==> src/rtl/pn_pkg.sv <==
// Shared definitions for the Polish-notation evaluator, its token driver
// and the bench: mode/operator codes, depths, FSM states, err bit indices.
package pn_pkg;

  localparam int MAX_TOK = 12;
  localparam int MAX_RES = 4;

  typedef enum logic [1:0] {
    PRE_SORT   = 2'd0,
    POST_SORT  = 2'd1,
    PRE_STACK  = 2'd2,
    POST_STACK = 2'd3
  } pn_mode_e;

  typedef enum logic [2:0] {
    OP_ADD = 3'd0,
    OP_SUB = 3'd1,
    OP_MUL = 3'd2,
    OP_ABS = 3'd3
  } pn_op_e;

  typedef enum logic [1:0] {
    S_IDLE,
    S_SEND,
    S_WAIT,
    S_DONE
  } pn_state_e;

  localparam int ERR_OVF = 0;
  localparam int ERR_LEN = 1;
  localparam int ERR_OOW = 2;
  localparam int ERR_TMO = 3;

  typedef struct packed {
    logic       op;
    logic [2:0] data;
  } pn_tok_t;

  function automatic logic is_stack(
    input logic [1:0] mode
  );
    return (mode == PRE_STACK) ||
           (mode == POST_STACK);
  endfunction

  // Stack modes reply once; sort modes reply once per token triple.
  function automatic logic [2:0] pn_exp_res(
    input logic [1:0] mode,
    input logic [3:0] cnt
  );
    return is_stack(mode) ? 3'd1
                          : 3'(cnt / 4'd3);
  endfunction

  function automatic logic pn_len_bad(
    input logic [1:0] mode,
    input logic [3:0] cnt
  );
    return (cnt == 4'd0) ||
           (!is_stack(mode) && (cnt % 4'd3) != 4'd0);
  endfunction

endpackage

==> src/rtl/pn_rsp_collector.sv <==
// Captures evaluator replies while the driver waits: result file,
// result count, and the "last expected reply" flag for the FSM.
module pn_rsp_collector
  import pn_pkg::*;
(
  input  logic        clk,
  input  logic        rst_n,
  input  logic        clr_i,
  input  logic        en_i,
  input  logic [1:0]  mode_i,
  input  logic [3:0]  cnt_i,
  input  logic        vld_i,
  input  logic [31:0] data_i,
  input  logic [1:0]  idx_i,
  output logic [31:0] rdata_o,
  output logic [2:0]  count_o,
  output logic        cap_o,
  output logic        last_o
);

  logic [31:0] res_q [MAX_RES];
  logic [2:0]  count_q;
  logic [2:0]  count_d;
  logic [2:0]  exp_cnt;

  assign exp_cnt = pn_exp_res(mode_i, cnt_i);
  assign cap_o   = en_i & vld_i;
  assign count_d = count_q + 3'd1;
  assign last_o  = cap_o && (count_d == exp_cnt);
  assign rdata_o = res_q[idx_i];
  assign count_o = count_q;

  always_ff @(posedge clk or negedge rst_n) begin
    if (!rst_n) begin
      count_q <= '0;
      for (int i = 0; i < MAX_RES; i++)
        res_q[i] <= '0;
    end else if (clr_i) begin
      count_q <= '0;
    end else if (cap_o) begin
      res_q[count_q[1:0]] <= data_i;
      count_q <= count_d;
    end
  end

endmodule

==> src/rtl/pn_token_tx.sv <==
// Host-side token driver for the PN evaluator: buffers tokens, bursts
// them on start, collects replies. Optional watchdog: PN_TX_TIMEOUT_EN.
module pn_token_tx
  import pn_pkg::*;
#(
  parameter int TIMEOUT_CYC = 1024
) (
  input  logic        clk,
  input  logic        rst_n,
  input  logic        wr_en,
  input  logic        wr_operator,
  input  logic [2:0]  wr_data,
  input  logic        start,
  input  logic [1:0]  start_mode,
  output logic        busy,
  output logic        done,
  output logic [3:0]  err,
  output logic [3:0]  tok_count,
  output logic        pn_in_valid,
  output logic [1:0]  pn_mode,
  output logic        pn_operator,
  output logic [2:0]  pn_in,
  input  logic        pn_out_valid,
  input  logic [31:0] pn_out,
  input  logic [1:0]  res_idx,
  output logic [31:0] res_data,
  output logic [2:0]  res_count
);

  localparam logic [3:0] TOK_FULL = 4'(MAX_TOK);

  pn_state_e  state_q, state_d;
  pn_tok_t    buf_q [MAX_TOK];
  logic [3:0] cnt_q, cnt_d;
  logic [3:0] idx_q, idx_d;
  logic [1:0] mode_q, mode_d;
  logic [3:0] err_q, err_d;
  logic       done_q, done_d;
  logic       vld_q, vld_d;
  logic [1:0] pmode_q, pmode_d;
  pn_tok_t    ptok_q, ptok_d;
  logic       wr_ok, acc, cap, last;

`ifdef PN_TX_TIMEOUT_EN
  localparam logic [10:0] WD_LIM = 11'(TIMEOUT_CYC - 1);
  logic [10:0] wd_q, wd_d;
`endif

  always_comb begin
    state_d = state_q;
    cnt_d   = cnt_q;
    idx_d   = idx_q;
    mode_d  = mode_q;
    err_d   = err_q;
    done_d  = 1'b0;
    vld_d   = 1'b0;
    pmode_d = 2'd0;
    ptok_d  = '0;
    wr_ok   = 1'b0;
    acc     = 1'b0;
`ifdef PN_TX_TIMEOUT_EN
    wd_d    = wd_q;
`endif
    unique case (state_q)
      S_IDLE: begin
        if (start) begin
          if (pn_len_bad(start_mode, cnt_q)) begin
            err_d[ERR_LEN] = 1'b1;
            done_d = 1'b1;
          end else begin
            acc     = 1'b1;
            err_d[3:1] = '0;
            mode_d  = start_mode;
            idx_d   = '0;
            vld_d   = 1'b1;
            pmode_d = start_mode;
            ptok_d  = buf_q[0];
            state_d = S_SEND;
          end
        end else if (wr_en) begin
          if (cnt_q == TOK_FULL) begin
            err_d[ERR_OVF] = 1'b1;
          end else begin
            wr_ok = 1'b1;
            cnt_d = cnt_q + 4'd1;
          end
        end
      end
      S_SEND: begin
        if (idx_q == cnt_q - 4'd1) begin
          state_d = S_WAIT;
`ifdef PN_TX_TIMEOUT_EN
          wd_d = '0;
`endif
        end else begin
          idx_d  = idx_q + 4'd1;
          vld_d  = 1'b1;
          ptok_d = buf_q[idx_d];
        end
      end
      S_WAIT: begin
        if (last) begin
          state_d = S_DONE;
          done_d  = 1'b1;
        end
`ifdef PN_TX_TIMEOUT_EN
        else if (cap) begin
          wd_d = '0;
        end else if (wd_q == WD_LIM) begin
          err_d[ERR_TMO] = 1'b1;
          state_d = S_DONE;
          done_d  = 1'b1;
        end else begin
          wd_d = wd_q + 11'd1;
        end
`endif
      end
      S_DONE: begin
        cnt_d   = '0;
        state_d = S_IDLE;
      end
      default: state_d = S_IDLE;
    endcase
    if (pn_out_valid && state_q != S_WAIT)
      err_d[ERR_OOW] = 1'b1;
  end

  always_ff @(posedge clk or negedge rst_n) begin
    if (!rst_n) begin
      state_q <= S_IDLE;
      cnt_q   <= '0;
      idx_q   <= '0;
      mode_q  <= '0;
      err_q   <= '0;
      done_q  <= 1'b0;
      vld_q   <= 1'b0;
      pmode_q <= '0;
      ptok_q  <= '0;
    end else begin
      state_q <= state_d;
      cnt_q   <= cnt_d;
      idx_q   <= idx_d;
      mode_q  <= mode_d;
      err_q   <= err_d;
      done_q  <= done_d;
      vld_q   <= vld_d;
      pmode_q <= pmode_d;
      ptok_q  <= ptok_d;
    end
  end

  always_ff @(posedge clk or negedge rst_n) begin
    if (!rst_n) begin
      for (int i = 0; i < MAX_TOK; i++)
        buf_q[i] <= '0;
    end else if (wr_ok) begin
      buf_q[cnt_q] <= '{op: wr_operator, data: wr_data};
    end
  end

`ifdef PN_TX_TIMEOUT_EN
  always_ff @(posedge clk or negedge rst_n) begin
    if (!rst_n) wd_q <= '0;
    else        wd_q <= wd_d;
  end
`endif

  pn_rsp_collector u_col (
    .clk     (clk),
    .rst_n   (rst_n),
    .clr_i   (acc),
    .en_i    (state_q == S_WAIT),
    .mode_i  (mode_q),
    .cnt_i   (cnt_q),
    .vld_i   (pn_out_valid),
    .data_i  (pn_out),
    .idx_i   (res_idx),
    .rdata_o (res_data),
    .count_o (res_count),
    .cap_o   (cap),
    .last_o  (last)
  );

  assign busy        = (state_q != S_IDLE);
  assign done        = done_q;
  assign err         = err_q;
  assign tok_count   = cnt_q;
  assign pn_in_valid = vld_q;
  assign pn_mode     = pmode_q;
  assign pn_operator = ptok_q.op;
  assign pn_in       = ptok_q.data;

endmodule

==> config.mk <==
export PLATFORM = sky130hd
export DESIGN_NAME = pn_token_tx
export DESIGN_NICKNAME = d
export VERILOG_FILES = /design/src/rtl/pn_pkg.sv /design/src/rtl/pn_rsp_collector.sv /design/src/rtl/pn_token_tx.sv
export SDC_FILE = /design/constraint.sdc
export NUM_CORES = 1
export LEC_CHECK = 0
export CORE_UTILIZATION = 44
export DETAILED_ROUTE_END_ITERATION = 12
export PLACE_DENSITY = 0.64
export REMOVE_ABC_BUFFERS = 1
export SYNTH_ARGS = -nofsm -noshare
export SYNTH_HDL_FRONTEND = slang
export SYNTH_HIERARCHICAL = 1
export SYNTH_SLANG_ARGS = --single-unit
==> constraint.sdc <==
create_clock -name clk -period 4.83 [get_ports clk]
set_input_delay 0.7245 -clock clk [delete_from_list [all_inputs] [get_ports clk]]
set_output_delay 0.7245 -clock clk [all_outputs]
set_load 0.05 [all_outputs]
==> impl_metrics.yaml <==
run_status:
  status: "finished clean"
global_route:
  antenna_found_initial: 1
  grt_max_degree: 135
  grt_usage_pct: 19.0
  grt.overflow.total: 0
  grt_pass1_wl_um: 33600
  grt_pass1_vias: 6383
worst_hold_path:
  min_path_type: "in2async"
clock_tree:
  clk_pin_slew_worst_paths_ps: 60
  cts_made_buffers: 23
  cts-hold-fix-buffers: 0
  htree_levels: 1
  cts_tree: "done"
  clockBufferDepth: 3
  cts_root_buf: "clkbuf_16"
  clk_latency_ps: 520
  clkSinkCount: 201
  cts_resized: 0
  postCtsSetupRepairBufs: 0
setup_path:
  crit_fanout: 26
  slowest_stage: "dfrtp_1"
  cpMostUsedCell: "ha_1"
  crit_path_cell_trace: "nand2b_2 -> inv_2 -> ha_1 -> inv_1 -> ha_1 -> nor2b_1 -> a221oi_2 -> ha_1 -> nor2b_1 -> a41oi_1 -> o2bb2ai_1 -> nand4_2 -> inv_2 -> nor2_4 -> nand2_2 -> buf_12 -> mux2_2"
  cp-startpoint: "tok_count[3]"
  cp_data_arrival_time_ps: 4910
  r2r-start: "tok_count[3]"
  end_kind: "flip-flop"
  cp.required_ps: 5230
  start_kind: "flip-flop"
  crit_type: "reg2reg"
  max_stage_delay_ps: 590
timing:
  rsz0062_at_grt: "false"
  min_period_over_period_pct: 93.4
  max_freq_mhz: 222
  hold_viol_final: 0
  post-route-min-period_ps: 4510
  setup-violations-final: 0
  tns_ps: 0
  tightest_slew_ps: 1090
  max_slew_margin_pct: 27.2
  finClkSkew_ps: 10.5
  slew_violations: 0
die:
  core-area_sq_um: 21800
  die_h_um: 151
  ios: 97
  die-area_sq_um: 22700
  start_util_pct: 44.8
  rows: 54
  die_x_um: 151
drt:
  routed-via-count: 5846
  drt-initial-drc-count: 280
  avgRoutedWirePerCell_um: 19.6
  drtPass1Iterations: 4
  wirelength_um: 20600
  ant_nets: 0
  via_per_inst: 5.57
  drcViolationCount: 0
finish:
  layout_commonest_cell: "dfrtp_1"
  stdcell_count: 1050
  area_growth_pct: 19.6
  drive_above_1_share_pct: 38.7
  final_area_sq_um: 11700
  antenna_cells: 0
  num-nets-final: 817
  mostFrequentLayoutCells: "dfrtp_1 (201), mux2_2 (171), clkdlybuf4s50_1 (93), mux4_2 (44), clkbuf_16 (23)"
placed_design:
  placed_area_sq_um: 10900
  dp.cells: 1008
  dp_hpwl_um: 13900
  place_congestion: 0.854
  io_buffers: 95
flow_run:
  max_cap_violations: 0
synthesis:
  avgSynthCellArea_sq_um: 14.8
  syn_area_sq_um: 9740
  syn_inst: 659
  ys_warn_count: 6
power:
  total_power_w: 0.00747
  powerDensity_nw_per_um2: 641
  max-vdd-ir-drop_v: 0.000271
  leakagePower_nw: 5.28
[power breakdown]
group	leakage (nW)	switching, W	total (W)	internal, W
clock	0.377	0.000693	0.00172	0.00102
combinational	2.33	0.00159	0.00304	0.00145
sequential	2.57	0.000380	0.00271	0.00233
[worst max-delay path: cells and delay by family, from the launching register on]
family          cells  cell delay [ps]
flops               1              590
simple gates        6             1170
compound gates      3              810
mux                 1              360
fa+ha+maj           3              720
buf+inv             4              690
[sequential cells by signal (all words and copies together), names as in the netlist]
signal         cells
buf_q             48
done               1
err                3
idx_q              4
mode_q             1
pn_in              3
pn_in_valid        1
pn_mode            2
pn_operator        1
state_q            2
tok_count          4
u_col/count_o      3
u_col/res_q      128
[worst paths after layout]
check / endpoint / slack (ps) / cells past startpoint
setup / recovery: u_col/res_q[55] / 320 / 17
hold / removal: u_col/res_q[127] / 290 / 1
setup reg to reg: u_col/res_q[55] / 320 / 17
hold reg to reg: err[0] / 480 / 1
max in group asynchronous: buf_q[12] / 3300 / 2
min in group clk: err[0] / 480 / 1
[final cells by class]
type	count	area, sq um
multi-input cells	399	4350
flip-flops and latches	201	5030
clock buffers	30	622
clock inverters	12	129
fillers	1761	10100
inverters	20	75.1
repair buffers	108	1100
well taps	280	350
[through the flow]
stage / utilization [%] / hold WS [ps] / setup WS, ps
3_3_place_gp: 50.1 / 469 / 581
2_1_floorplan: - / 429 / 412
4_1_cts: 53.6 / 425 / 324
3_5_place_dp: 50.1 / 466 / 335
6_report: 53.6 / 293 / 318
5_1_grt: 53.6 / 469 / 27.9
[per-layer routing]
metal / global-route usage [%] / up-vias / wire length, um
met2: 33.0 / 133 / 10300
met3: 3.16 / 26 / 1010
li1: - / 2641 / -
met5: 0 / - / 13
met1: 24.5 / 3044 / 8960
met4: 5.00 / 2 / 305
Note: power is estimated with default switching activity, not from simulation.
